### config.mk
export PLATFORM = sky130hd
export DESIGN_NAME = fifo_slave
export DESIGN_NICKNAME = d
export VERILOG_FILES = /design/src/rtl/fifo_slave_pkg.sv /design/src/rtl/fifo_core.sv /design/src/rtl/fifo_slave.sv
export SDC_FILE = /design/constraint.sdc
export NUM_CORES = 1
export LEC_CHECK = 0
export ABC_CLOCK_PERIOD_IN_PS = 5900
export BUFFER_PORTS_ARGS = -buffer_cell sky130_fd_sc_hd__clkbuf_2
export CORE_MARGIN = 8
export CORE_UTILIZATION = 40
export DETAILED_ROUTE_END_ITERATION = 10
export PLACE_DENSITY = 0.59
export SLEW_MARGIN = 30
export SYNTH_ARGS = -nofsm -noshare
export SYNTH_HDL_FRONTEND = slang
export SYNTH_SLANG_ARGS = --single-unit
### constraint.sdc
create_clock -name clk -period 5.9 [get_ports clk]
set_input_delay 1.18 -clock clk [delete_from_list [all_inputs] [get_ports clk]]
set_output_delay 1.18 -clock clk [all_outputs]
set_load 0.02 [all_outputs]
### src/rtl/fifo_slave_pkg.sv
// rtl/fifo_slave_pkg.sv - register offsets and STATUS bit positions for fifo_slave
package fifo_slave_pkg;

  localparam logic [3:0] ADDR_DATA   = 4'h0;
  localparam logic [3:0] ADDR_STATUS = 4'h1;
  localparam logic [3:0] ADDR_COUNT  = 4'h2;
  localparam logic [3:0] ADDR_CLEAR  = 4'h3;

  localparam int ST_EMPTY = 0;
  localparam int ST_FULL  = 1;
  localparam int ST_OVF   = 2;
  localparam int ST_UDF   = 3;

endpackage

### src/rtl/fifo_core.sv
// rtl/fifo_core.sv - DEPTH x 32 storage with wrapping pointers and occupancy count
// Push-when-full and pop-when-empty are ignored here; the slave reports them.
module fifo_core #(
  parameter int DEPTH = 8,
  localparam int AW = $clog2(DEPTH)
) (
  input  logic          clk,
  input  logic          reset,
  input  logic          push_i,
  input  logic          pop_i,
  input  logic          clear_i,
  input  logic [31:0]   wr_data_i,
  output logic [31:0]   rd_data_o,
  output logic          empty_o,
  output logic          full_o,
  output logic [AW:0]   count_o
);

  localparam logic [AW-1:0] PTR_ONE  = AW'(1);
  localparam logic [AW:0]   CNT_ONE  = (AW+1)'(1);
  localparam logic [AW:0]   CNT_FULL = (AW+1)'(DEPTH);

  logic [31:0]   mem_q [DEPTH];
  logic [AW-1:0] wptr_q, rptr_q;
  logic [AW:0]   count_q;
  logic          do_push, do_pop;

  assign empty_o   = (count_q == '0);
  assign full_o    = (count_q == CNT_FULL);
  assign count_o   = count_q;
  assign rd_data_o = mem_q[rptr_q];
  assign do_push   = push_i && !full_o;
  assign do_pop    = pop_i && !empty_o;

  // Storage is never reset; stale words are unreachable once pointers clear.
  always_ff @(posedge clk) begin
    if (!reset && !clear_i && do_push) begin
      mem_q[wptr_q] <= wr_data_i;
    end
  end

  always_ff @(posedge clk) begin
    if (reset || clear_i) begin
      wptr_q  <= '0;
      rptr_q  <= '0;
      count_q <= '0;
    end else if (do_push) begin
      wptr_q  <= wptr_q + PTR_ONE;
      count_q <= count_q + CNT_ONE;
    end else if (do_pop) begin
      rptr_q  <= rptr_q + PTR_ONE;
      count_q <= count_q - CNT_ONE;
    end
  end

endmodule

### src/rtl/fifo_slave.sv
// rtl/fifo_slave.sv - bus slave exposing a 32-bit FIFO through DATA/STATUS/COUNT/CLEAR
// Decodes one access per cycle, keeps sticky error flags and registers read data and irq.
module fifo_slave
  import fifo_slave_pkg::*;
#(
  parameter int DEPTH = 8
) (
  input  logic        clk,
  input  logic        reset,
  input  logic        S_sel,
  input  logic        S_wr,
  input  logic [7:0]  S_address,
  input  logic [31:0] S_din,
  output logic [31:0] S_dout,
  output logic        irq
);

  localparam int AW = $clog2(DEPTH);

  logic [3:0]  offset;
  logic        rd_acc, wr_acc;
  logic        push, pop, clear, st_wr;
  logic [31:0] fifo_rd_data;
  logic        fifo_empty, fifo_full;
  logic [AW:0] fifo_count;
  logic [31:0] status_word;
  logic [31:0] dout_q, dout_d;
  logic        ovf_q, ovf_d, udf_q, udf_d, irq_q;

  assign offset = S_address[3:0];
  assign rd_acc = S_sel && !S_wr;
  assign wr_acc = S_sel && S_wr;
  assign push   = wr_acc && (offset == ADDR_DATA);
  assign pop    = rd_acc && (offset == ADDR_DATA);
  assign clear  = wr_acc && (offset == ADDR_CLEAR);
  assign st_wr  = wr_acc && (offset == ADDR_STATUS);

  fifo_core #(.DEPTH(DEPTH)) u_core (
    .clk       (clk),
    .reset     (reset),
    .push_i    (push),
    .pop_i     (pop),
    .clear_i   (clear),
    .wr_data_i (S_din),
    .rd_data_o (fifo_rd_data),
    .empty_o   (fifo_empty),
    .full_o    (fifo_full),
    .count_o   (fifo_count)
  );

  always_comb begin
    status_word         = '0;
    status_word[ST_EMPTY] = fifo_empty;
    status_word[ST_FULL]  = fifo_full;
    status_word[ST_OVF]   = ovf_q;
    status_word[ST_UDF]   = udf_q;
  end

  always_comb begin
    ovf_d  = ovf_q;
    udf_d  = udf_q;
    dout_d = dout_q;
    if (clear) begin
      ovf_d = 1'b0;
      udf_d = 1'b0;
    end
    if (push && fifo_full) ovf_d = 1'b1;
    if (pop && fifo_empty) udf_d = 1'b1;
    if (st_wr && S_din[ST_OVF]) ovf_d = 1'b0;
    if (st_wr && S_din[ST_UDF]) udf_d = 1'b0;
    // S_dout only moves on reads to this slave; other cycles hold it.
    if (rd_acc) begin
      case (offset)
        ADDR_DATA:   dout_d = fifo_empty ? 32'd0 : fifo_rd_data;
        ADDR_STATUS: dout_d = status_word;
        ADDR_COUNT:  dout_d = 32'(fifo_count);
        default:     dout_d = 32'd0;
      endcase
    end
  end

  always_ff @(posedge clk) begin
    if (reset) begin
      dout_q <= '0;
      ovf_q  <= 1'b0;
      udf_q  <= 1'b0;
      irq_q  <= 1'b0;
    end else begin
      dout_q <= dout_d;
      ovf_q  <= ovf_d;
      udf_q  <= udf_d;
      irq_q  <= ovf_q | udf_q;
    end
  end

  assign S_dout = dout_q;
  assign irq    = irq_q;

endmodule

==> metrics.md <==
| Metric | Value |
|---|---|
| Main combinational cell family by area after synthesis | multiplexers |
| Slew HR | 41.9% |
| Post-Synthesis Cell Area | roughly 0.011 mm2 |
| # setup viols final | 0 |
| Peak supply drop | 0.199 mV |
| Comb power frac | 1.4% |
| Synth Area in Simple Gates | roughly 3.5% |
| Fin Setup TNS | 0 ps |
| Post-Synth Adder-Cell Area | 0.612% |
| Clk Latency, worst-skew pair | 550 ps |
| CTS Sinks | 304 |
| Flops & latches, synth | between 300 and 400 |
| Critical Path Start Type | input pin |
| Area growth, synth to finish | 16.3% |
| Hold Path Class | flip-flop to flip-flop |
| Initial Util | 40.2% |
| FMAX | ~280 MHz |
| Slowest stage cell, crit path | nor2_4 |
| Synth cell types | 43 |
| Clock slew at reported path FFs | about 60 ps |
| Antenna violations before repair | 0 |
| Drt drc | 0 |
| Hpwl dp | roughly 13 mm |
| Leakage Power | ~4.2 nW |
| Sw Pwr | 802 uW |
| Crit Path Category | input pin to flip-flop |
| Max_cap viols | 0 |
| Fin crit period | 3630 ps |
| Total CTS buffers | 30 |
| Synth Net Count | 626 |
| Core area | 0.0285 mm2 |
| Pwr/cell area | roughly 320 mW/mm2 |
| Final period utilization | 61.6% |
| Area after DPL | 0.0123 mm2 |
| Area leader, netlist | edfxtp_1 |
| Initial drt markers | between 200 and 300 |
| Num ports | 77 |
| Global route overflow | 0 |
| Req. time, crit path | 6130 ps |
| TritonCTS clock tree | yes |
| Switching share of power | a little under a fifth |
| Crit Path Max Fanout | 21 |
| Final Hold Viols | 0 |
| First-pass GRT wire length | 34.9 mm |
| Flop pwr share | 55.2% |
| Tightest Pin Transition | 870 ps |
| Global-route usage over all layers | 13.5% |
| Post-Syn Instances | just under 600 |
| Clock buffer depth | 3 |
| Vias in the first global route | 5,937 |
| Number of port buffers | around 70 |
| CP peak stage delay | between 700 and 800 ps |
| Worst EP arrival | ~3900 ps |
| Root Buffer | clkbuf_16 |
| Int Power | around 3.4 mW |
| CTS Hold Buffers Added | 0 |
| Clock power frac | 43.4% |
| Die area | ~0.034 mm2 |
| Worst path top cell family by delay | simple AND/OR/NAND/NOR gates |
| Pins Over Slew Limit | 0 |
| CP Capture Type | flip-flop |
| Final Instance Area | 0.0133 mm2 |
| FP Rows | 62 |
| Post-CTS Setup Inserts | 0 |
| CP Cell Sequence | clkbuf_2, and4bb_1, and3_1, nand3_1, nor2_4, buf_4 |
| Synth Area in XOR/XNOR | 0.383% |
| Area share of the largest cell type after synthesis | ~67% |
| Ranking of synthesized cells by area | edfxtp_1 67%, mux4_2 13%, dfxtp_1 8.4% |
| Synth Area in Compound Gates | under 10% |
| Layout net count | 717 |
| Async set-or-reset flop fraction in the synthesized netlist | 0% |
| WP buf/inv | 2 |
| First drt pass iteration count | 4 |
| Gpl congestion | 0.734 |
| Total length of routed wires | 22.6 mm |
| Post-synthesis mux area share | 15.7% |
| Largest net degree at the start of global routing | 43 |
| Mean Syn Cell Area | 19.8 um2 |
| Post_cts resized | 0 |
| ANT nets after route | 0 |
| Die Wd | 185 um |
| CTS H-tree lvls | 1 |
| Max Clock Skew | between 6 and 7 ps |
| RSZ-0062 raised after global routing | no |
| Run status | complete, no violations |
| Mean number of vias per cell | a little over 5 |
| Post-synth EDFFs | 256 |
| Routed WL per cell | 21.0 um |
| DR vias | 5,568 |
| DIE HEIGHT | between 150 and 200 um |
| Fraction of layout instances using a drive strength above 1 | 30.6% |
| Synth warn | 0 |
| Top FF cell, synth | edfxtp_1 |
| Post-synthesis sequential area ratio | 75.6% |
cells in the mapped netlist, types with 2 or more instances:
| library cell | n |
|---|---|
| edfxtp_1 | 256 |
| nor3_1 | 5 |
| a21oi_1 | 7 |
| mux2i_1 | 33 |
| a22oi_1 | 4 |
| and3_1 | 3 |
| buf_2 | 14 |
| xnor2_1 | 2 |
| a311oi_1 | 2 |
| nor2b_1 | 2 |
| o21ai_0 | 32 |
| a22o_1 | 4 |
| nand4_1 | 2 |
| inv_1 | 2 |
| clkbuf_1 | 12 |
| dfxtp_1 | 48 |
| xor2_1 | 3 |
| ha_1 | 4 |
| a31oi_1 | 2 |
| nor2_1 | 13 |
| nand2_1 | 35 |
| nand2b_1 | 3 |
| nand3_1 | 5 |
| buf_6 | 2 |
| mux4_2 | 64 |
state kept, by name, summed over array words and instances, names as in the netlist, named ones only:
| name | flops |
|---|---|
| u_core.count_o | 4 |
| u_core.wptr_q | 3 |
| udf_q | 1 |
| ovf_q | 1 |
| S_dout | 32 |
| u_core.mem_q | 256 |
| u_core.rptr_q | 3 |
| irq | 1 |
worst reg2reg max path, stage by stage (launching register included):
cell and delay (ps):
dfxtp_1 520, or4b_1 190, and3_1 450, nand3_1 410, nor2_4 780, buf_4 400
metrics by stage:
| step | worst slack (ps) | utilization [%] | hold WS, ps | power, mW | cells |
|---|---|---|---|---|---|
| 2_1_floorplan | 1210 | - | 454 | 2.39 | 577 |
| 3_3_place_gp | 1740 | 43.3 | 435 | 2.43 | 1019 |
| 3_5_place_dp | 1680 | 43.3 | 445 | 2.43 | 1019 |
| 4_1_cts | 2250 | 46.7 | 460 | 4.27 | 1075 |
| 5_1_grt | 2100 | 46.7 | 478 | 4.36 | 1076 |
| 6_report | 2270 | 46.7 | 452 | 4.22 | 1077 |
logic make-up after synthesis:
family	Yosys count
fa+ha+maj	5
buf+inv	31
xor+xnor	5
flops	304
compound gates	56
mux	98
simple gates	78
final timing paths:
path                                                startpoint                      endpoint  slack [ps]  cells after the start
worst min register to register          S_dout[7]$_SDFFE_PP0N_        S_dout[7]$_SDFFE_PP0N_         450                      2
worst min-delay path                    S_dout[7]$_SDFFE_PP0N_        S_dout[7]$_SDFFE_PP0N_         450                      2
worst max register to register  u_core.count_o[0]$_SDFFE_PP0P_  u_core.mem_q[3][7]$_DFFE_PP_        2810                      5
worst max-delay path                              S_address[2]  u_core.mem_q[3][7]$_DFFE_PP_        2270                      6
layout by cell type (no fill, tap or decap), drive strengths merged, types with 4 or more instances in the layout:
cell type	n
a21oi	7
clkinv	11
buf	15
dfxtp	48
a22o	4
o21ai	33
nand3	5
mux4	64
nor2	14
a22oi	4
nor3	6
nand2	35
mux2i	34
edfxtp	256
clkbuf	113
ha	4
area by class of cell:
cell class	count	area, um2
antenna	1	2.50
clock buffer	41	833
clock inverter	15	126
fill	2424	15200
inverter	3	16.3
multi-input combinational	242	2710
sequential	304	8650
tap	384	480
timing repair buffer	87	485
routing by layer:
layer | GRT usage, % | share of wire [%] | up-vias
met5 | 0 | 0 | -
met4 | 4.03 | 2.3 | 0
met3 | 2.65 | 4.9 | 41
met2 | 23.2 | 50 | 119
met1 | 17.2 | 43 | 2888
li1 | - | - | 2520
power groups by stage:
stage,clock [mW],combinational [mW],sequential [mW]
after floorplan,0,0.0164,2.37
after global placement,0,0.0553,2.37
after detailed placement,0,0.0594,2.37
after CTS,1.88,0.0594,2.33
after global routing,1.97,0.0657,2.32
final,1.83,0.0588,2.33
(Power assumes the default switching activity.)
